$ cat config.mk
export PLATFORM = sky130hd
export DESIGN_NAME = median_window_reader_flat
export DESIGN_NICKNAME = d
export VERILOG_FILES = /design/src/rtl/median_window_reader_if.sv /design/src/rtl/median_window_reader.sv /design/src/flat_wrapper.sv
export SDC_FILE = /design/constraint.sdc
export NUM_CORES = 1
export LEC_CHECK = 0
export ABC_AREA = 1
export CORE_MARGIN = 5
export CORE_UTILIZATION = 35
export CTS_CLUSTER_DIAMETER = 80
export DETAILED_ROUTE_END_ITERATION = 10
export GPL_TIMING_DRIVEN = 0
export SLEW_MARGIN = 20
export SYNTH_ARGS = -nofsm -noshare
export SYNTH_HDL_FRONTEND = slang
export SYNTH_SLANG_ARGS = --single-unit
$ cat constraint.sdc
create_clock -name i_clk -period 3.4 [get_ports i_clk]
set_input_delay 0.34 -clock i_clk [delete_from_list [all_inputs] [get_ports i_clk]]
set_output_delay 0.34 -clock i_clk [all_outputs]
set_load 0.005 [all_outputs]
$ cat src/rtl/median_window_reader_if.sv
// median_window_reader_if: start/status, image-memory read port and window-pixel stream
// of the median window reader.
interface median_window_reader_if;
    logic       start;
    logic       busy;
    logic       done;
    logic       mem_read_enable;
    logic [7:0] mem_read_x;
    logic [7:0] mem_read_y;
    logic       mem_data_in;
    logic       data_valid;
    logic       data_out;
    logic [7:0] x_address_out;
    logic [7:0] y_address_out;

    modport master (
        input  start, mem_data_in,
        output busy, done, mem_read_enable, mem_read_x, mem_read_y,
               data_valid, data_out, x_address_out, y_address_out
    );

    modport slave (
        output start, mem_data_in,
        input  busy, done, mem_read_enable, mem_read_x, mem_read_y,
               data_valid, data_out, x_address_out, y_address_out
    );
endinterface

$ cat src/rtl/median_window_reader.sv
// median_window_reader: scans every interior window of an image in raster order and streams
// its pixels as one tagged burst per window, tag = window bottom-right coordinate.
module median_window_reader #(
    parameter int WINDOW_SIZE = 3,
    parameter int IMG_WIDTH   = 256,
    parameter int IMG_HEIGHT  = 256,
    parameter int MEM_LATENCY = 1
) (
    input  logic                  i_clk,
    input  logic                  i_reset_n,
    median_window_reader_if.master io_bus
);
    localparam int OFF = WINDOW_SIZE / 2;
    localparam int CW  = $clog2(WINDOW_SIZE);
    localparam logic [CW-1:0] C_LAST  = CW'(WINDOW_SIZE - 1);
    localparam logic [7:0]    C_OFF   = 8'(OFF);
    localparam logic [7:0]    CX_LAST = 8'(IMG_WIDTH - 1 - OFF);
    localparam logic [7:0]    CY_LAST = 8'(IMG_HEIGHT - 1 - OFF);

    typedef enum logic [2:0] {S_IDLE, S_FETCH, S_GAP, S_DRAIN, S_DONE} state_t;

    state_t           r_state, w_state_n;
    logic [7:0]       r_cx, r_cy, w_cx_n, w_cy_n;
    logic [CW-1:0]    r_r, r_c, w_r_n, w_c_n;
    logic [7:0]       r_rd_x, r_rd_y;
    logic [MEM_LATENCY-1:0] r_pipe_v;
    logic [7:0]       r_pipe_x [MEM_LATENCY];
    logic [7:0]       r_pipe_y [MEM_LATENCY];
    logic             r_dv, r_dout;
    logic [7:0]       r_xo, r_yo;
    logic             w_last_px, w_last_win;

    assign w_last_px  = (r_r == C_LAST) && (r_c == C_LAST);
    assign w_last_win = (r_cx == CX_LAST) && (r_cy == CY_LAST);

    // Offsets stay parked on the last pixel through GAP so the read address holds.
    always_comb begin
        w_state_n = r_state;
        w_cx_n    = r_cx;
        w_cy_n    = r_cy;
        w_r_n     = r_r;
        w_c_n     = r_c;
        case (r_state)
            S_IDLE: if (io_bus.start) begin
                w_state_n = S_FETCH;
                w_cx_n    = C_OFF;
                w_cy_n    = C_OFF;
                w_r_n     = '0;
                w_c_n     = '0;
            end
            S_FETCH: if (w_last_px) w_state_n = w_last_win ? S_DRAIN : S_GAP;
            else begin
                w_c_n = (r_c == C_LAST) ? '0 : r_c + 1'b1;
                w_r_n = (r_c == C_LAST) ? r_r + 1'b1 : r_r;
            end
            S_GAP: begin
                w_state_n = S_FETCH;
                w_r_n     = '0;
                w_c_n     = '0;
                w_cx_n    = (r_cx == CX_LAST) ? C_OFF : r_cx + 8'd1;
                w_cy_n    = (r_cx == CX_LAST) ? r_cy + 8'd1 : r_cy;
            end
            S_DRAIN: if (r_pipe_v == '0) w_state_n = S_DONE;
            S_DONE:  w_state_n = S_IDLE;
            default: w_state_n = S_IDLE;
        endcase
    end

    always_ff @(posedge i_clk or negedge i_reset_n) begin
        if (!i_reset_n) begin
            r_state  <= S_IDLE;
            r_cx     <= '0;
            r_cy     <= '0;
            r_r      <= '0;
            r_c      <= '0;
            r_rd_x   <= '0;
            r_rd_y   <= '0;
            r_pipe_v <= '0;
            for (int i = 0; i < MEM_LATENCY; i++) begin
                r_pipe_x[i] <= '0;
                r_pipe_y[i] <= '0;
            end
            r_dv     <= 1'b0;
            r_dout   <= 1'b0;
            r_xo     <= '0;
            r_yo     <= '0;
        end else begin
            r_state <= w_state_n;
            r_cx    <= w_cx_n;
            r_cy    <= w_cy_n;
            r_r     <= w_r_n;
            r_c     <= w_c_n;
            if (w_state_n == S_FETCH) begin
                r_rd_x <= w_cx_n - C_OFF + 8'(w_c_n);
                r_rd_y <= w_cy_n - C_OFF + 8'(w_r_n);
            end
            r_pipe_v[0] <= (r_state == S_FETCH);
            r_pipe_x[0] <= r_cx + C_OFF;
            r_pipe_y[0] <= r_cy + C_OFF;
            for (int i = 1; i < MEM_LATENCY; i++) begin
                r_pipe_v[i] <= r_pipe_v[i-1];
                r_pipe_x[i] <= r_pipe_x[i-1];
                r_pipe_y[i] <= r_pipe_y[i-1];
            end
            r_dv <= r_pipe_v[MEM_LATENCY-1];
            if (r_pipe_v[MEM_LATENCY-1]) begin
                r_dout <= io_bus.mem_data_in;
                r_xo   <= r_pipe_x[MEM_LATENCY-1];
                r_yo   <= r_pipe_y[MEM_LATENCY-1];
            end
        end
    end

    assign io_bus.busy            = (r_state == S_FETCH) || (r_state == S_GAP) || (r_state == S_DRAIN);
    assign io_bus.done            = (r_state == S_DONE);
    assign io_bus.mem_read_enable = (r_state == S_FETCH);
    assign io_bus.mem_read_x      = r_rd_x;
    assign io_bus.mem_read_y      = r_rd_y;
    assign io_bus.data_valid      = r_dv;
    assign io_bus.data_out        = r_dout;
    assign io_bus.x_address_out   = r_xo;
    assign io_bus.y_address_out   = r_yo;
endmodule

$ cat src/flat_wrapper.sv
// flat-port wrapper written by rule: the top's interface ports become plain ports
module median_window_reader_flat 
#(
    parameter int WINDOW_SIZE = 3,
    parameter int IMG_WIDTH   = 256,
    parameter int IMG_HEIGHT  = 256,
    parameter int MEM_LATENCY = 1
)
  (i_clk, i_reset_n, io_bus_start, io_bus_mem_data_in, io_bus_busy, io_bus_done, io_bus_mem_read_enable, io_bus_mem_read_x, io_bus_mem_read_y, io_bus_data_valid, io_bus_data_out, io_bus_x_address_out, io_bus_y_address_out);
  median_window_reader_if io_bus_i ();
  input  logic i_clk;
  input  logic i_reset_n;
  input wire logic [$bits(io_bus_i.start)-1:0] io_bus_start;
  input wire logic [$bits(io_bus_i.mem_data_in)-1:0] io_bus_mem_data_in;
  output wire logic [$bits(io_bus_i.busy)-1:0] io_bus_busy;
  output wire logic [$bits(io_bus_i.done)-1:0] io_bus_done;
  output wire logic [$bits(io_bus_i.mem_read_enable)-1:0] io_bus_mem_read_enable;
  output wire logic [$bits(io_bus_i.mem_read_x)-1:0] io_bus_mem_read_x;
  output wire logic [$bits(io_bus_i.mem_read_y)-1:0] io_bus_mem_read_y;
  output wire logic [$bits(io_bus_i.data_valid)-1:0] io_bus_data_valid;
  output wire logic [$bits(io_bus_i.data_out)-1:0] io_bus_data_out;
  output wire logic [$bits(io_bus_i.x_address_out)-1:0] io_bus_x_address_out;
  output wire logic [$bits(io_bus_i.y_address_out)-1:0] io_bus_y_address_out;
  assign io_bus_i.start = io_bus_start;
  assign io_bus_i.mem_data_in = io_bus_mem_data_in;
  assign io_bus_busy = io_bus_i.busy;
  assign io_bus_done = io_bus_i.done;
  assign io_bus_mem_read_enable = io_bus_i.mem_read_enable;
  assign io_bus_mem_read_x = io_bus_i.mem_read_x;
  assign io_bus_mem_read_y = io_bus_i.mem_read_y;
  assign io_bus_data_valid = io_bus_i.data_valid;
  assign io_bus_data_out = io_bus_i.data_out;
  assign io_bus_x_address_out = io_bus_i.x_address_out;
  assign io_bus_y_address_out = io_bus_i.y_address_out;
  median_window_reader #(.WINDOW_SIZE(WINDOW_SIZE), .IMG_WIDTH(IMG_WIDTH), .IMG_HEIGHT(IMG_HEIGHT), .MEM_LATENCY(MEM_LATENCY)) u_core (.i_clk(i_clk), .i_reset_n(i_reset_n), .io_bus(io_bus_i));
endmodule
# Yosys cells after proc, flatten, opt, wreduce, memory -nomap -nowiden
# Index checks and enable logic that the tools add are counted.
[word_totals] regBits=74 input_bits=4 output_inout_bits=37 elab_cells=55
[classes] n_addsub=8 eq_ne=9 mux=19 reduce_logical=5
[ops] op="$mux 8" n=4
[ops] op="$pmux 8 s2" n=2
[ops] op="$add 8x1->8 const B" n=2
[ops] op="$add 8x2->8" n=2
[ops] op="$eq 8x8->1 const B" n=2
[ops] op="$sub 8x1->8 const B" n=2
[ops] op="$mux 2" n=6
[ops] op="$pmux 2 s3" n=2
[ops] op="$pmux 3 s4" n=1
[ops] op="$mux 3" n=3
[ops] op="$eq 3x1->1 const B" n=2
[ops] op="$eq 3x2->1 const B" n=2
[ops] op="$add 2x1->2 const B" n=2
[ops] op="$eq 2x2->1 const B" n=2
[ops] op="$eq 3x3->1 const B" n=1
[ops] op="$logic_not 3->1" n=1
[ops] op="$logic_and 1x1->1" n=2
[ops] op="$logic_or 1x1->1" n=2
[ops] op="$mux 1" n=1

# Logic depth before layout (Yosys ltp)
# Gate-level depths: netlist of the first run.
[logic_depth] depth_word=6 mapped_depth=23 ltp_nobuf=23

# Worst setup path before layout of the first run
# Ideal clock, no wire load.
[synth_path] path_type="register to register" start="register u_core.r_cx[0]" end="register u_core.r_rd_y[7] (netlist: u_core.io_bus.mem_read_y[7])" setup_time_ns=0.117 arrival_ns=3.016 required_ns=3.283 slack_ns=0.267 path_stages_with_launch=22 n_path_buf=0 period_less_slack_ns=3.133 cell_sequence="dfrtp_1 -> inv_1 -> ha_1 -> inv_1 -> nor2_1 -> nand2_4 -> nor2_4 -> inv_1 -> o22ai_1 -> inv_1 -> ha_1 -> inv_1 -> ha_1 -> inv_1 -> fa_1 -> o21ai_0 -> a21oi_1 -> o21bai_1 -> or2_1 -> nand3_1 -> nand3_1 -> nand2_1"
[synth_between] word_cells_on_any_way=10 classes_between="2 x add/sub; 2 x eq/ne; 5 x mux; 1 x reduce/logical"
[synth_lines] item="start, declared" line="median_window_reader.sv:23" rtl="logic [7:0] r_cx, r_cy, w_cx_n, w_cy_n;"
[synth_lines] item="start signal, assigned" line="median_window_reader.sv:89" rtl="r_cx <= w_cx_n;"
[synth_lines] item="$eq 8x8->1" line="median_window_reader.sv:61" rtl="w_cy_n = (r_cx == CX_LAST) ? r_cy + 8'd1 : r_cy;"
[synth_lines] item="$mux 8" line="median_window_reader.sv:61"
[synth_lines] item="$pmux 8 s2" line="median_window_reader.sv:43" rtl="case (r_state)"
[synth_lines] item="via u_core.w_cy_n[1]" line="median_window_reader.sv:23"
[synth_lines] item="$sub 8x1->8" line="median_window_reader.sv:95" rtl="r_rd_y <= w_cy_n - C_OFF + 8'(w_r_n);"
[synth_lines] item="$add 8x2->8" line="median_window_reader.sv:95"
[synth_lines] item="end signal, assigned" line="median_window_reader.sv:95"
[synth_lines] item="end, declared" line="median_window_reader.sv:25" rtl="logic [7:0] r_rd_x, r_rd_y;"
# The timed path passes the listed nets, and every way through them passes these cells.
# A chain may end at the register's enable or synchronous reset.

# Worst setup path after layout of the first run
# Ends and elaborated chain as after synthesis.

==> impl_metrics.json, run 1 <==
{
  "crit_slowest_cell": "dfrtp_1",
  "final_util": 0.436,
  "clk_path_buf_depth": 2,
  "path_buf_inv": 6,
  "fin_crit_ns": 3.19,
  "htreeDepth": 3,
  "dr.pass1.iters": 4,
  "tns_ns": 0,
  "cts-root-buf": "clkbuf_8",
  "yosysSeqAreaShare": 0.480,
  "dp_hpwl_um": 5560,
  "placed_area_mm2": 0.00446,
  "crit_path_frequent_cell": "inv_1",
  "power_per_cell_area_mw_per_mm2": 334,
  "syn2layout_area_growth_pct": 22.5,
  "drive_above_1_share": 0.202,
  "io_pins": 41,
  "slew_violations": 0,
  "multi_input_area_mm2": 0.00169,
  "place_congestion": 0.813,
  "netlist_instances": 416,
  "critPathTopFamily": "adder cells",
  "antenna_found_initial": 0,
  "clk_latency_ns": 0.35,
  "drtIter0Drc": 136,
  "via_per_inst": 4.46,
  "clock_sinks": 74,
  "relSlewSlack": 0.650,
  "cap_violations": 0,
  "cts_tree": "done",
  "syn-num-nets": 441,
  "drc": 0,
  "leakage_uw": 0.00254,
  "finalWirelength_um": 7260,
  "vias": 2747,
  "cp.arrival_ns": 3.43,
  "finalSetupViolations": 0,
  "core_area_mm2": 0.0108,
  "die_w_um": 115,
  "timing.final.ws_setup_ns": 0.208,
  "hold_class": "flip-flop to flip-flop",
  "grt_max_degree": 56,
  "critPathLaunchType": "flip-flop",
  "synth_edf_count": 0,
  "max_stage_delay_ns": 0.43,
  "num_rows": 38,
  "outcome": "complete, no violations",
  "design_area_mm2": 0.00473,
  "fill_cells": 1072,
  "grt_usage": 0.121,
  "nets": 496,
  "synth_top_flop_cell": "dfrtp_1",
  "peakVddDrop_uv": 135,
  "synth_area_mm2": 0.00386,
  "syn_avg_cell_area_um2": 9.28,
  "ys_ff_latch": 74,
  "grt_pass1_wl_um": 12800,
  "initial_core_util": 0.356,
  "path_max_fanout": 5,
  "cp.required_ns": 3.64,
  "die_y_um": 115,
  "fmax_ghz": 0.313,
  "hold_viol_final": 0,
  "fin_worst_skew_ns": 0.00709,
  "post-route-period-util": 0.939,
  "n_antenna_cell": 0,
  "crit_path_cell_trace": "inv_2, ha_1, inv_1, nor2_4, nand2_4, nor2_4, inv_2, o22ai_4, inv_1, ha_1, inv_1, ha_1, inv_1, fa_2, o21ai_4, a21oi_2, o21bai_1, or2_1, nand3_1, nand3_2, nand2_1",
  "critical_path_class": "flip-flop to flip-flop",
  "post_drt_wl_per_cell_um": 11.8,
  "synthArstFlopShare": 1.00,
  "tightest_slew_ns": 0.525,
  "die_area_mm2": 0.0132,
  "path_clk_slew_ns": 0.08,
  "grt_pass1_vias": 2710,
  "ff_latch_area_mm2": 0.00185,
  "port_buffers": 40,
  "pre_cts_ws_ns": -0.449,
  "ant_nets": 0,
  "synth_cell_types": 41,
  "cts_made_buffers": 9,
  "grt-ovfl-total": 0,
  "critPathCaptureType": "flip-flop",
  "yosysWarnings": 0
}
-- synthesized netlist by cell type (4+ instances only) --
cell type	n	area share
o21ai_0	18	0.023
nor2_1	15	0.015
inv_1	80	0.078
ha_1	19	0.062
nand2_2	10	0.016
nor2_4	4	0.012
nor3_1	6	0.0078
o21ai_2	12	0.027
a21oi_1	8	0.010
nand2_1	82	0.080
nor2_2	4	0.0065
o21ai_1	4	0.0052
inv_2	4	0.0039
mux2_2	17	0.050
xor2_1	8	0.018
dfrtp_1	74	0.48
o22ai_1	5	0.0081
nand3_1	15	0.019
-- where the power goes --
part           leakage (uW)  switching, uW  total (uW)  internal [uW]
sequential         0.000939          0.278         880            880
combinational       0.00150           18.2        26.5           8.32
clock              0.000101            331         673            342
-- logic make-up (layout without fill, tap and decap cells) --
group | after synthesis | in the layout | synth area share
AO/OA/AOI/OAI | 55 | 55 | 0.0937
XOR/XNOR | 12 | 12 | 0.0311
adder cells (fa/ha/maj) | 21 | 21 | 0.0719
buffers and inverters | 91 | 151 | 0.0946
flip-flops | 74 | 74 | 0.480
multiplexers | 17 | 17 | 0.0496
AND/OR/NAND/NOR | 146 | 146 | 0.180
-- through the flow --
step / hold slack (ns) / power, uW / std cells
floorplan: 0.0444 / 899 / 416
finish: 0.375 / 1580 / 616
global route: 0.397 / 1650 / 616
detailed placement: 0.239 / 925 / 597
global placement: 0.352 / 921 / 596
CTS: 0.378 / 1600 / 614
-- cells in the final DEF (no fill, tap or decap), types with 4 or more instances in the layout --
cell             Yosys  layout
o21ai_0             18      17
clkdlybuf4s50_1      0      39
nor3_1               6       6
dfrtp_1             74      73
ha_1                19      19
nand3_1             15      14
nor2_2               4       4
o21ai_1              4       4
nor2_1              15      14
mux2_2              17      17
o21ai_2             12      12
inv_2                4       7
nor2_4               4       5
nand2_1             82      81
nand2_2             10      11
buf_4                1       4
clkbuf_8             0       9
o22ai_1              5       4
xor2_1               8       8
a21oi_1              8       7
inv_1               80      77
-- final timing paths --
check	start	to	slack, ns	cells past startpoint
setup / recovery	u_core.r_cx[0]	u_core.io_bus.mem_read_y[7]	0.21	21
hold / removal	u_core.r_pipe_v	u_core.io_bus.data_valid	0.37	0
setup reg to reg	u_core.r_cx[0]	u_core.io_bus.mem_read_y[7]	0.21	21
hold reg to reg	u_core.r_pipe_v	u_core.io_bus.data_valid	0.37	0
max in group asynchronous	i_reset_n	u_core.r_state[0]	2.44	3
min in group asynchronous	i_reset_n	u_core.io_bus.mem_read_x[7]	0.41	2
-- registers in the layout, summed over array words and instances (netlist names) --
register	count
u_core.io_bus.y_address_out	8
u_core.io_bus.mem_read_x	8
u_core.r_r	2
u_core.r_cx	8
u_core.r_c	2
u_core.io_bus.x_address_out	8
u_core.r_state	3
u_core.r_pipe_v	1
u_core.io_bus.mem_read_y	8
u_core.r_pipe_y	8
u_core.io_bus.data_out	1
u_core.r_pipe_x	8
u_core.io_bus.data_valid	1
u_core.r_cy	8
-- per-layer routing --
metal,vias up,global-route usage,wire length (um)
met1,1264,0.169,3580
li1,1422,-,-
met2,47,0.181,3180
met3,14,0.0274,347
met5,-,0,0
met4,0,0.0548,161
-- cell type report --
cell class | count | area share
repair buffers | 44 | 0.0953
well taps | 140 | 0.0370
clock buffers | 10 | 0.0270
inverters | 85 | 0.0680
multi-input cells | 251 | 0.358
plain buffers | 6 | 0.00926
clock inverters | 6 | 0.0140
flip-flops and latches | 74 | 0.392
-- repair_timing --
| action | in CTS | in global routing |
|---|---|---|
| endpoints found under the hold margin | 19 | 0 |
| resized for setup | 5 | 10 |
| setup buffers | 0 | 2 |
| pin swaps | 0 | 7 |
| setup endpoints to repair | 1 | 2 |
| hold buffers | 1 | 0 |
Power figures use the tool's default switching activity.
==> run 2, diff against run 1 <==
Settings changed: SLEW_MARGIN 20 to not set.
==> run 2 against run 1 <==
Net effect:
- first-iteration DRC count is 25% lower
- die area stayed put
- design area is 0.64% higher
- register-to-register slack hardly changed
- wire length is 2.8% higher
==> impl_metrics.json, run 2 (synthesis gave the netlist of run 1 again) <==
{
  "power_per_cell_area_mw_per_mm2": 317,
  "ant_nets": 0,
  "syn2layout_area_growth_pct": 23.2,
  "critPathLaunchType": "flip-flop",
  "reg2reg_to": "u_core.io_bus.mem_read_y[7]",
  "nets": 500,
  "final_cell_mix": "nand2_1, inv_1, dfrtp_1",
  "drtIter0Drc": 102,
  "clock_sinks": 74,
  "outcome": "complete, no violations",
  "antenna_found_initial": 0,
  "grt_pass1_wl_um": 12600,
  "dp.cells": 596,
  "drc": 0,
  "critPathCaptureType": "flip-flop",
  "grt_usage": 0.120,
  "finalSetupViolations": 0,
  "p_comb_frac": 0.014,
  "leakage_uw": 0.00253,
  "cp.arrival_ns": 3.49,
  "cts_tree": "done",
  "hold_viol_final": 0,
  "clk_latency_ns": 0.35,
  "crit_path_frequent_cell": "nand2_1",
  "cts-root-buf": "clkbuf_8",
  "intPower_uw": 1150,
  "htreeDepth": 3,
  "p_clk_frac": 0.402,
  "switchingPower_uw": 357,
  "io_pins": 41,
  "slew_violations": 0,
  "drive_above_1_share": 0.223,
  "seq_power_share": 0.584,
  "grt-ovfl-total": 0,
  "port_buffers": 40,
  "relSlewSlack": 0.405,
  "grt_pass1_vias": 2691,
  "fill_cells": 1073,
  "crit_path_cell_trace": "inv_4, nand2_2, nor2_4, inv_2, nor2_4, inv_4, o22ai_4, inv_1, ha_1, inv_1, ha_2, inv_2, fa_2, o21ai_4, a21oi_2, o21bai_1, or2_1, nand2_1, nand2_1, nand3_2, nand2_1",
  "path_clk_slew_ns": 0.08,
  "via_per_inst": 4.43,
  "r2r_cells": 21,
  "cp.required_ns": 3.68,
  "final_common_cell": "nand2_1",
  "cts_made_buffers": 9,
  "die_y_um": 115,
  "r2r-start": "u_core.r_state[0]",
  "dr.pass1.iters": 4,
  "place_congestion": 0.813,
  "crit_slowest_cell": "dfrtp_2",
  "peakVddDrop_uv": 120,
  "rrSetupSlack_ns": 0.19,
  "vias": 2745,
  "hold_buffers": 0,
  "stdcell_count": 620,
  "die_w_um": 115,
  "grt_max_degree": 75,
  "power_uw": 1510,
  "dp_hpwl_um": 5430,
  "critical_path_class": "flip-flop to flip-flop",
  "tightest_slew_ns": 0.892,
  "core_area_mm2": 0.0108,
  "post_drt_wl_per_cell_um": 12.0,
  "switching_share": 0.237,
  "post-route-period-util": 0.943,
  "path_max_fanout": 6,
  "fin_crit_ns": 3.21,
  "fin_worst_skew_ns": 0.00799,
  "initial_core_util": 0.356,
  "clk_path_buf_depth": 2,
  "fmax_ghz": 0.312,
  "cap_violations": 0,
  "die_area_mm2": 0.0132,
  "max_stage_delay_ns": 0.47,
  "n_antenna_cell": 0,
  "hold_class": "primary input to asynchronous set/reset pin",
  "num_rows": 38,
  "finalWirelength_um": 7470
}
## run 2: cell count changes in the layout (fill, tap and decap cells not counted), moves of 2 or more
cell	before	now
buf_4	4	9
clkinvlp_4	0	2
inv_1	77	75
inv_4	1	3
## run 2: critical path: cells and delay by family, from the launching register on
family          cells  cell delay [ns]
compound gates      4             0.60
fa+ha+maj           3             0.81
buf+inv             6             0.41
flops               1             0.47
simple gates        8             0.86
## run 2: worst max path at each step
stage	to	cells past startpoint	slack, ns	startpoint
finish	u_core.io_bus.mem_read_y[7]	21	0.19	u_core.r_state[0]
global placement	u_core.io_bus.y_address_out[2]	1	-0.43	i_reset_n
detailed placement	u_core.io_bus.mem_read_y[7]	19	-0.48	io_bus_start
global route	u_core.io_bus.mem_read_y[7]	22	-0.01	u_core.r_cx[0]
CTS	u_core.io_bus.mem_read_y[7]	20	0.02	u_core.r_state[0]
floorplan	u_core.io_bus.mem_read_y[7]	21	0.27	u_core.r_cx[0]
## run 2: area by class of cell
| cell class | count | area [um2] | share of cell area |
|---|---|---|---|
| sequential | 74 | 1850 | 0.390 |
| multi-input combinational | 251 | 1720 | 0.361 |
| timing repair buffer | 48 | 470 | 0.0989 |
| inverter | 85 | 327 | 0.0686 |
| tap | 140 | 175 | 0.0368 |
| clock buffer | 10 | 128 | 0.0268 |
| buffer | 6 | 43.8 | 0.00920 |
| clock inverter | 6 | 42.5 | 0.00894 |
## run 2: power groups by stage
stage / registers, uW / clock network [uW] / logic [uW]
CTS: 880 / 625 / 23.2
floorplan: 898 / 0 / 0.740
global route: 880 / 674 / 26.7
global placement: 898 / 0 / 22.9
finish: 880 / 605 / 21.8
detailed placement: 898 / 0 / 23.1
## run 2: layer usage
layer	routed length (um)	global-route usage	vias up
met1	3680	0.164	1273
met5	0	0	-
met3	422	0.0389	7
met4	85	0.0407	0
met2	3280	0.178	45
li1	-	-	1420
## run 2: metrics by stage
step           area, um2  setup WS [ns]  hold slack, ns  setup TNS, ns   util
2_1_floorplan       3860          0.267          0.0444              0      -
3_3_place_gp        4440         -0.433           0.352         -32.02  0.409
3_5_place_dp        4430         -0.475           0.360         -0.602  0.409
4_1_cts             4620         0.0228           0.147              0  0.427
5_1_grt             4760       -0.00979           0.203       -0.00979  0.439
6_report            4760          0.193           0.116              0  0.439
## run 2: timing repair
| item | CTS | global route |
|---|---|---|
| setup endpoints to repair | 1 | 2 |
| gates resized for setup | 5 | 20 |
| gates cloned | 0 | 0 |
| pin swaps | 0 | 13 |
| buffers inserted | 1 | 7 |
| endpoints found under the hold margin | 0 | 0 |
==> run 3, diff against run 2 <==
Settings changed: PLACE_DENSITY set to 0.63.
==> run 3 against run 2 <==
Net effect:
- first-iteration DRC count down 3.9%
- cell count down 0.16%
- clock skew up 0.0032 ns
- design area up 0.50%
- wire length up 1.5%
- critical path depth up 1
- utilization up 0.22 points
- non-clock buffer count down 1
- global-route usage up 0.21 points
- clock-buffer cell count down 1
- clock power up 27%
- critical path type unchanged
==> impl_metrics.json, run 3 (synthesis gave the netlist of run 1 again) <==
{
  "power_uw": 1670,
  "cp.arrival_ns": 3.48,
  "cts_made_buffers": 9,
  "slew_violations": 0,
  "nets": 499,
  "fill_cells": 1066,
  "outcome": "complete, no violations",
  "initial_core_util": 0.356,
  "vias": 2770,
  "hold_class": "flip-flop to flip-flop",
  "die_area_mm2": 0.0132,
  "peakVddDrop_uv": 150,
  "clk_path_buf_depth": 2,
  "via_per_inst": 4.47,
  "grt-ovfl-total": 0,
  "hold_viol_final": 0,
  "final_common_cell": "nand2_1",
  "core_area_mm2": 0.0108,
  "clock_sinks": 74,
  "grt_pass1_wl_um": 12900,
  "final_util": 0.441,
  "fin_worst_skew_ns": 0.0112,
  "grt_pass1_vias": 2745,
  "finalSetupViolations": 0,
  "die_y_um": 115,
  "dp_hpwl_um": 5570,
  "drc": 0,
  "relSlewSlack": 0.654,
  "tns_ns": 0,
  "antenna_found_initial": 0,
  "n_antenna_cell": 0,
  "critPathLaunchType": "flip-flop",
  "leakage_uw": 0.00257,
  "critPathCaptureType": "flip-flop",
  "path_clk_slew_ns": 0.08,
  "ant_nets": 0,
  "dr.pass1.iters": 4,
  "htreeDepth": 3,
  "cts-root-buf": "clkbuf_8",
  "fmax_ghz": 0.314,
  "die_w_um": 115,
  "clk_latency_ns": 0.35,
  "syn2layout_area_growth_pct": 23.8,
  "port_buffers": 40,
  "final_cell_mix": "nand2_1, inv_1, dfrtp_1",
  "power_per_cell_area_mw_per_mm2": 350,
  "drive_above_1_share": 0.207,
  "cts_tree": "done",
  "dp.cells": 597,
  "critical_path_class": "flip-flop to flip-flop",
  "num_rows": 38,
  "cp.required_ns": 3.70,
  "fin_crit_ns": 3.18,
  "grt_max_degree": 56,
  "stdcell_count": 619,
  "grt_usage": 0.122,
  "post-route-period-util": 0.936,
  "drtIter0Drc": 98,
  "cap_violations": 0,
  "finalWirelength_um": 7580,
  "place_congestion": 0.845,
  "io_pins": 41,
  "tightest_slew_ns": 0.519,
  "post_drt_wl_per_cell_um": 12.2,
  "hold_ws_ns": 0.377,
  "path_max_fanout": 5
}
## run 3: critical path, stage by stage (launching register included)
cell      delay, ns
dfrtp_1        0.43
inv_2          0.08
ha_1           0.14
inv_1          0.06
nor2_4         0.12
nand2_4        0.09
nor2_4         0.17
inv_4          0.07
o22ai_4        0.19
inv_1          0.07
ha_1           0.26
inv_1          0.05
ha_1           0.13
inv_1          0.06
fa_2           0.38
o21ai_2        0.16
a21oi_2        0.07
o21bai_1       0.17
or2_1          0.14
nand2_1        0.05
nand2_1        0.06
nand3_2        0.08
nand2_1        0.07
## run 3: stage by stage
stage / cell area (um2) / setup slack [ns]
floorplan: 3860 / 0.267
global placement: 4440 / -0.519
detailed placement: 4460 / -0.410
CTS: 4710 / 0.0165
global route: 4780 / -0.0160
finish: 4780 / 0.219
## run 3: timing repair
action	in CTS	in global routing
gates resized for setup	5	11
buffers inserted	0	5
endpoints found under the setup margin	1	1
hold endpoints to repair	19	0
gates cloned	0	0
pin swaps	0	8
hold buffers	1	0
## run 3: final timing paths
| path | start | endpoint | slack, ns | depth (start not counted) |
|---|---|---|---|---|
| min reg2reg | u_core.r_pipe_v | u_core.io_bus.data_valid | 0.38 | 0 |
| max reg2reg | u_core.r_cx[0] | u_core.io_bus.mem_read_y[7] | 0.22 | 22 |
| max | u_core.r_cx[0] | u_core.io_bus.mem_read_y[7] | 0.22 | 22 |
| max in group asynchronous | i_reset_n | u_core.io_bus.data_out | 2.44 | 3 |
| min in group asynchronous | i_reset_n | u_core.io_bus.mem_read_x[6] | 0.40 | 2 |
| min | u_core.r_pipe_v | u_core.io_bus.data_valid | 0.38 | 0 |
## run 3: power by group
| group | leakage, uW | internal [uW] | switching [uW] | total (uW) |
|---|---|---|---|---|
| clock | 0.000114 | 419 | 348 | 767 |
| sequential | 0.000939 | 880 | 0.237 | 880 |
| combinational | 0.00151 | 8.31 | 18.7 | 27.0 |
| total | 0.00257 | 1310 | 367 | 1670 |
## run 3: layout make-up
class / instances / area (um2) / area share
Timing Repair Buffer: 47 / 473 / 0.0989
Inverter: 85 / 324 / 0.0678
Multi-Input combinational cell: 251 / 1690 / 0.353
Buffer: 6 / 43.8 / 0.00916
Clock buffer: 9 / 124 / 0.0259
Sequential cell: 74 / 1850 / 0.387
Clock inverter: 7 / 100 / 0.0209
Tap cell: 140 / 175 / 0.0366
## run 3: per-layer routing
layer | GRT usage | vias up | share of wire
met5 | 0 | - | 0
met1 | 0.165 | 1283 | 0.49
met2 | 0.177 | 56 | 0.43
met3 | 0.0384 | 14 | 0.057
met4 | 0.0587 | 0 | 0.026
li1 | - | 1417 | -
==> RTL change 1, RTL diff (flow settings as in run 3) <==
`MEM_LATENCY` is set to 1 in 2 places; all go to 2.
--- a/src/rtl/median_window_reader.sv
+++ b/src/rtl/median_window_reader.sv
@@ -5,5 +5,5 @@
     parameter int IMG_WIDTH   = 256,
     parameter int IMG_HEIGHT  = 256,
-    parameter int MEM_LATENCY = 1
+    parameter int MEM_LATENCY = 2
 ) (
     input  logic                  i_clk,
--- a/src/flat_wrapper.sv
+++ b/src/flat_wrapper.sv
@@ -5,5 +5,5 @@
     parameter int IMG_WIDTH   = 256,
     parameter int IMG_HEIGHT  = 256,
-    parameter int MEM_LATENCY = 1
+    parameter int MEM_LATENCY = 2
 )
   (i_clk, i_reset_n, io_bus_start, io_bus_mem_data_in, io_bus_busy, io_bus_done, io_bus_mem_read_enable, io_bus_mem_read_x, io_bus_mem_read_y, io_bus_data_valid, io_bus_data_out, io_bus_x_address_out, io_bus_y_address_out);
Behaviour: not the same (Yosys sat finds a counterexample within 4 cycles, from zero or initial values and one cycle with i_reset_n low).
==> RTL change 1 against run 3 <==
Wire length up 3.1%; first-iteration DRC count grew 69%; synthesized cell count increased by 3.6%; area after synthesis rose by 7.5%; non-clock buffer count decreased by 3; total power increased by 25%; design area rose by 6.9%; sequential cell count up 17; setup slack got worse by 0.027 ns.
==> RTL change 1: results (changes against run 3) <==
Global route
  • GRT met2 Usage: 17.6% (-0.050 points)
  • Largest net degree at the start of global routing: 72 (+29%)
  • GR Layer Usage met1: 15.5% (-0.95 points)
  • First-pass GRT wire length: 13.4 mm (+4.2%)
  • Vias in the first global route: 2946 (+7.3%)
  • Total track usage: 11.6% (-0.56 points)
  • Met3 Use GR: 3.65% (-0.19 points)

Worst setup path
  • Setup crit end: u_core.io_bus.mem_read_y[7]$_DFFE_PN0N_
  • Data arrival time of the worst path: 3.44 ns (-0.04 ns)
  • Reg-to-reg slack, setup: 0.19 ns (-0.03 ns)
  • Largest delay contributor family on the critical path: adder cells
  • Crit-path max cell delay: 0.38 ns (-0.05 ns)

Yosys
  • Seq/Total Area, Yosys: 54.9% (+6.9 points)
  • Synth Area per Inst: 9.63 µm² (+3.7%)
  • Syn_nets: 456 (+3.4%)
  • Total of warnings raised by yosys: 0 (unchanged)
  • Yosys reg bits: 91 (+23%)
  • Synth unique cells: 35 (-15%)
  • Synthesized area: 4150 µm² (+7.5%)
  • Commonest cells post-synth: dfrtp_1 (91), nand2_1 (85), inv_1 (79)
  • Top cells by area, synth: dfrtp_1 (55%), nand2_1 (7.7%), inv_1 (7.1%)

Clocking
  • H-tree depth: 3 (unchanged)
  • CTS root buf: clkbuf_16

Drt
  • Wire length on met2: 3.36 mm (+2.6%)
  • DRT iter0 DRCs: 166 (+69%)
  • Met1 wire length: 3.91 mm (+6.4%)
  • WL/cell: 12.3 µm (+0.34%)
  • Vias/cell: 4.57 (+2.1%)
  • Drt total wl: 7.82 mm (+3.1%)

Cells and area
  • Nets: 513 (+2.8%)
  • Area occupied by registers: 2280 µm² (+23%)
  • #MultiIn Comb: 252 (+0.40%)
  • Fillcell total: 1085 (+1.8%)
  • Final core utilization: 44.4% (+0.28 points)
  • Antenna Cells: 0 (unchanged)
  • Final-layout clock-cell area share: 5.82% (+1.1 points)
  • Buffers, non-clock: 50 (-5.7%)
  • Signal buffers share of area: 9.45% (-1.4 points)
  • Inverters: 84 (-1.2%)
  • Layout cell share with drive strength beyond 1: 13.4% (-7.3 points)
  • Multi-input gate area: 1560 µm² (-7.7%)

Placement
  • DP Area: 4750 µm² (+6.5%)
  • Cells after DPL: 615 (+3.0%)
  • Post-DP HPWL: 5.78 mm (+3.9%)
  • GP Congestion: 0.781 (-7.5%)
  • Dpl ws: -0.352 ns (+0.0582 ns)

Hold path
  • Worst Hold End: u_core.r_pipe_x[2]$_DFF_PN0_
  • Hold_sp: u_core.r_pipe_x[10]$_DFF_PN0_

STA
  • Fmax: 312 MHz (-0.86%)
  • Hold Slack: 0.348 ns (-0.0284 ns)
  • Layout Skew: 0.00864 ns (-0.00252 ns)
  • Slew headroom: 64.5% (-0.91 points)

Pwr
  • Peak supply drop: 0.181 mV (+21%)
  • Leak: 2.57 nW (about the same)

Status
  • Outcome: finished clean
-- RTL change 1: cell types whose count changed after synthesis, sizes merged, moves of 2 or more --
cell    delta
clkbuf     +2
nand2      -3
a22oi      +2
dfrtp     +17
nor3       -2
nor2       +6
inv        -2
buf        -4
o21ai      -4
nand3      +3
-- RTL change 1: power by group --
part           switching, mW  internal (mW)
Clock                  0.458          0.517
Combinational         0.0216        0.00830
Sequential          0.000259           1.08
-- RTL change 1: repair_timing --
action	in CTS	in global routing
hold buffers	1	0
pin swaps	1	5
hold endpoints to repair	20	0
endpoints found under the setup margin	3	2
resized for setup	4	3
buffers inserted	2	2
-- RTL change 1: cells by family (layout without fill, tap and decap cells) --
logic type               after synthesis  count (layout)  synth area share [%]
AND/OR/NAND/NOR                      150             150                  15.7
adder cells (fa/ha/maj)               21              21                  6.69
multiplexers                          17              17                  4.61
flip-flops                            91              91                  54.9
buffers and inverters                 88             150                  8.02
AO/OA/AOI/OAI                         52              52                  7.60
XOR/XNOR                              12              12                  2.53
==> RTL change 2, RTL diff (flow settings as in run 3) <==
Without the edit above. Make the reset (`i_reset_n`) synchronous in one clocked block.
--- a/src/rtl/median_window_reader.sv
+++ b/src/rtl/median_window_reader.sv
@@ -67,5 +67,5 @@
     end
 
-    always_ff @(posedge i_clk or negedge i_reset_n) begin
+    always_ff @(posedge i_clk) begin
         if (!i_reset_n) begin
             r_state  <= S_IDLE;
Formal check against the unedited RTL: differs if i_reset_n is asserted again (counterexample within 4 cycles, from zero or initial values and one cycle with i_reset_n low); with i_reset_n held inactive, the same outputs for 10 cycles.
==> RTL change 2 against run 3 <==
Setup slack better by 0.12 ns; area after synthesis shrank 4.4%; wire length grew 8.2%; synthesized cell count increased by 21%; maximum frequency grew 3.8%; sequential cell count unchanged; design area decreased by 6.8%; core utilization down 0.94 points; critical path type unchanged.
Power is not compared: it rests on default switching activity, and its combinational part moved more than twofold at a synthesized area within 25%.
==> RTL change 2: results (changes against run 3) <==
Worst setup path
  • Data arrival time of the worst path: 3.29 ns (-0.19 ns)
  • FF-to-FF Start: u_core.r_state[0]$_SDFF_PN0_
  • Reg2reg path depth: 18 (-18%)
  • Crit-path max cell delay: 0.49 ns (+0.06 ns)
  • Critical R2R Capture: u_core.io_bus.mem_read_y[7]$_SDFFE_PN0N_
  • CP max FO: 6 (+1)
  • Reg-to-reg slack, setup: 0.34 ns (+0.12 ns)
  • Crit-path slowest cell: dfxtp_1

Placement
  • Dpl ws: -0.151 ns (+0.258 ns)
  • Port Buffer Count: 39 (-2.5%)
  • Post-DP HPWL: 6.26 mm (+12%)
  • GP Congestion: 0.862 (+2.0%)
  • Cells after DPL: 678 (+14%)

Cells and area
  • Nets: 582 (+17%)
  • Fillcell total: 1052 (-1.3%)
  • Layout cell share with drive strength beyond 1: 9.84% (-11 points)

Yosys
  • Synth Area per Inst: 7.34 µm² (-21%)
  • Synth unique cells: 38 (-7.3%)
  • Commonest cells post-synth: nand2_1 (120), dfxtp_1 (74), nor2_1 (72)
  • Asr flop ratio synth: 0% (-100 points)
  • Top cells by area, synth: dfxtp_1 (40%), nand2_1 (12%), nor2_1 (7.3%)
  • Share of the synthesized area in the top cell type: 40.1% (-7.8 points)
  • Seq/Total Area, Yosys: 40.1% (-7.8 points)
  • Syn_nets: 530 (+20%)

Global route
  • Vias in the first global route: 3092 (+13%)
  • Total track usage: 13.6% (+1.4 points)
  • Largest net degree at the start of global routing: 13 (-77%)
  • First-pass GRT wire length: 14.3 mm (+11%)

Drt
  • DR pass1 iterations: 5 (+1)
  • Drt total wl: 8.20 mm (+8.2%)
  • WL/cell: 11.8 µm (-3.6%)
  • Vias/cell: 4.48 (about the same)
  • DRT iter0 DRCs: 146 (+49%)
  • DRC Markers: 0 (unchanged)

STA
  • Slew headroom: 61.7% (-3.7 points)
  • Hold Slack: 0.420 ns (+0.0434 ns)
  • Layout Skew: 0.00861 ns (-0.00255 ns)

Hold path
  • Worst Hold End: u_core.io_bus.y_address_out[1]$_SDFFE_PN0P_
  • Hold path cells: 2 (+2)
  • Hold_sp: u_core.r_pipe_y[0][1]$_SDFF_PN0_

Pwr
  • Leak: 2.03 nW

Status
  • Outcome: finished clean

Clocking
  • CTS root buf: clkbuf_8
RTL change 2: repair_timing:
item / 4_1_cts / 5_1_grt
resized for setup: 0 / 3
hold endpoints to repair: 0 / 0
setup endpoints to repair: 0 / 4
buffers inserted: 0 / 2
RTL change 2: how the worst max path moves through the flow:
stage / startpoint / end / slack [ns] / depth (start not counted)
final: u_core.r_state[0]$_SDFF_PN0_ / u_core.io_bus.mem_read_y[7]$_SDFFE_PN0N_ / 0.34 / 18
after floorplan: u_core.r_cx[0]$_SDFF_PN0_ / u_core.io_bus.mem_read_x[7]$_SDFFE_PN0N_ / 0.57 / 23
after global placement: io_bus_start / u_core.io_bus.mem_read_x[7]$_SDFFE_PN0N_ / -0.08 / 20
after detailed placement: io_bus_start / u_core.io_bus.mem_read_x[7]$_SDFFE_PN0N_ / -0.15 / 20
after CTS: u_core.r_state[0]$_SDFF_PN0_ / u_core.io_bus.mem_read_x[7]$_SDFFE_PN0N_ / 0.12 / 21
after global routing: u_core.r_cx[0]$_SDFF_PN0_ / u_core.io_bus.mem_read_x[7]$_SDFFE_PN0N_ / 0.05 / 23
RTL change 2: kinds of logic (layout without fill, tap and decap cells):
kind of cell    count (synthesis)  in the layout  synth area share (%)
compound gates                 48             48                  7.36
xor+xnor                       17             17                  4.04
fa+ha+maj                      23             23                  8.21
buf+inv                        80            136                  9.05
flops                          74             74                  40.1
simple gates                  261            261                  31.2
RTL change 2: critical path, delay by kind of cell, from the launching register on:
kind	cells	cell delay (ns)
and+or+nand+nor	7	0.66
buffers and inverters	5	0.46
adders and majority gates	3	0.94
AOI/OAI and AO/OA	3	0.41
DFF	1	0.49
RTL change 2: cell type report:
cell class / count / area share [%]
clock buffer: 9 / 2.78
inverter: 67 / 5.84
timing repair buffer: 41 / 9.10
tap: 136 / 3.82
multi-input combinational: 349 / 42.3
sequential: 74 / 33.2
clock inverter: 6 / 1.32
buffer: 13 / 1.66
RTL change 2: per-layer routing:
| layer | GRT usage (%) | part of all wire, % |
|---|---|---|
| met1 | 19.4 | 51 |
| met2 | 20.1 | 41 |
| met3 | 3.23 | 6.5 |
| met4 | 4.73 | 0.84 |
| met5 | 0 | 0 |
RTL change 2: metrics by stage:
| step | cell area (µm²) | TNS (ns) |
|---|---|---|
| floorplan | 3690 | 0 |
| global placement | 4250 | -0.0825 |
| detailed placement | 4250 | -0.167 |
| CTS | 4430 | 0 |
| global route | 4460 | 0 |
| finish | 4460 | 0 |
RTL change 2: power breakdown:
part / total [mW] / leakage (nW) / internal, mW / switching (mW)
logic: 0.261 / 1.33 / 0.123 / 0.138
clock network: 0.643 / 0.0986 / 0.331 / 0.313
registers: 0.923 / 0.603 / 0.901 / 0.0217
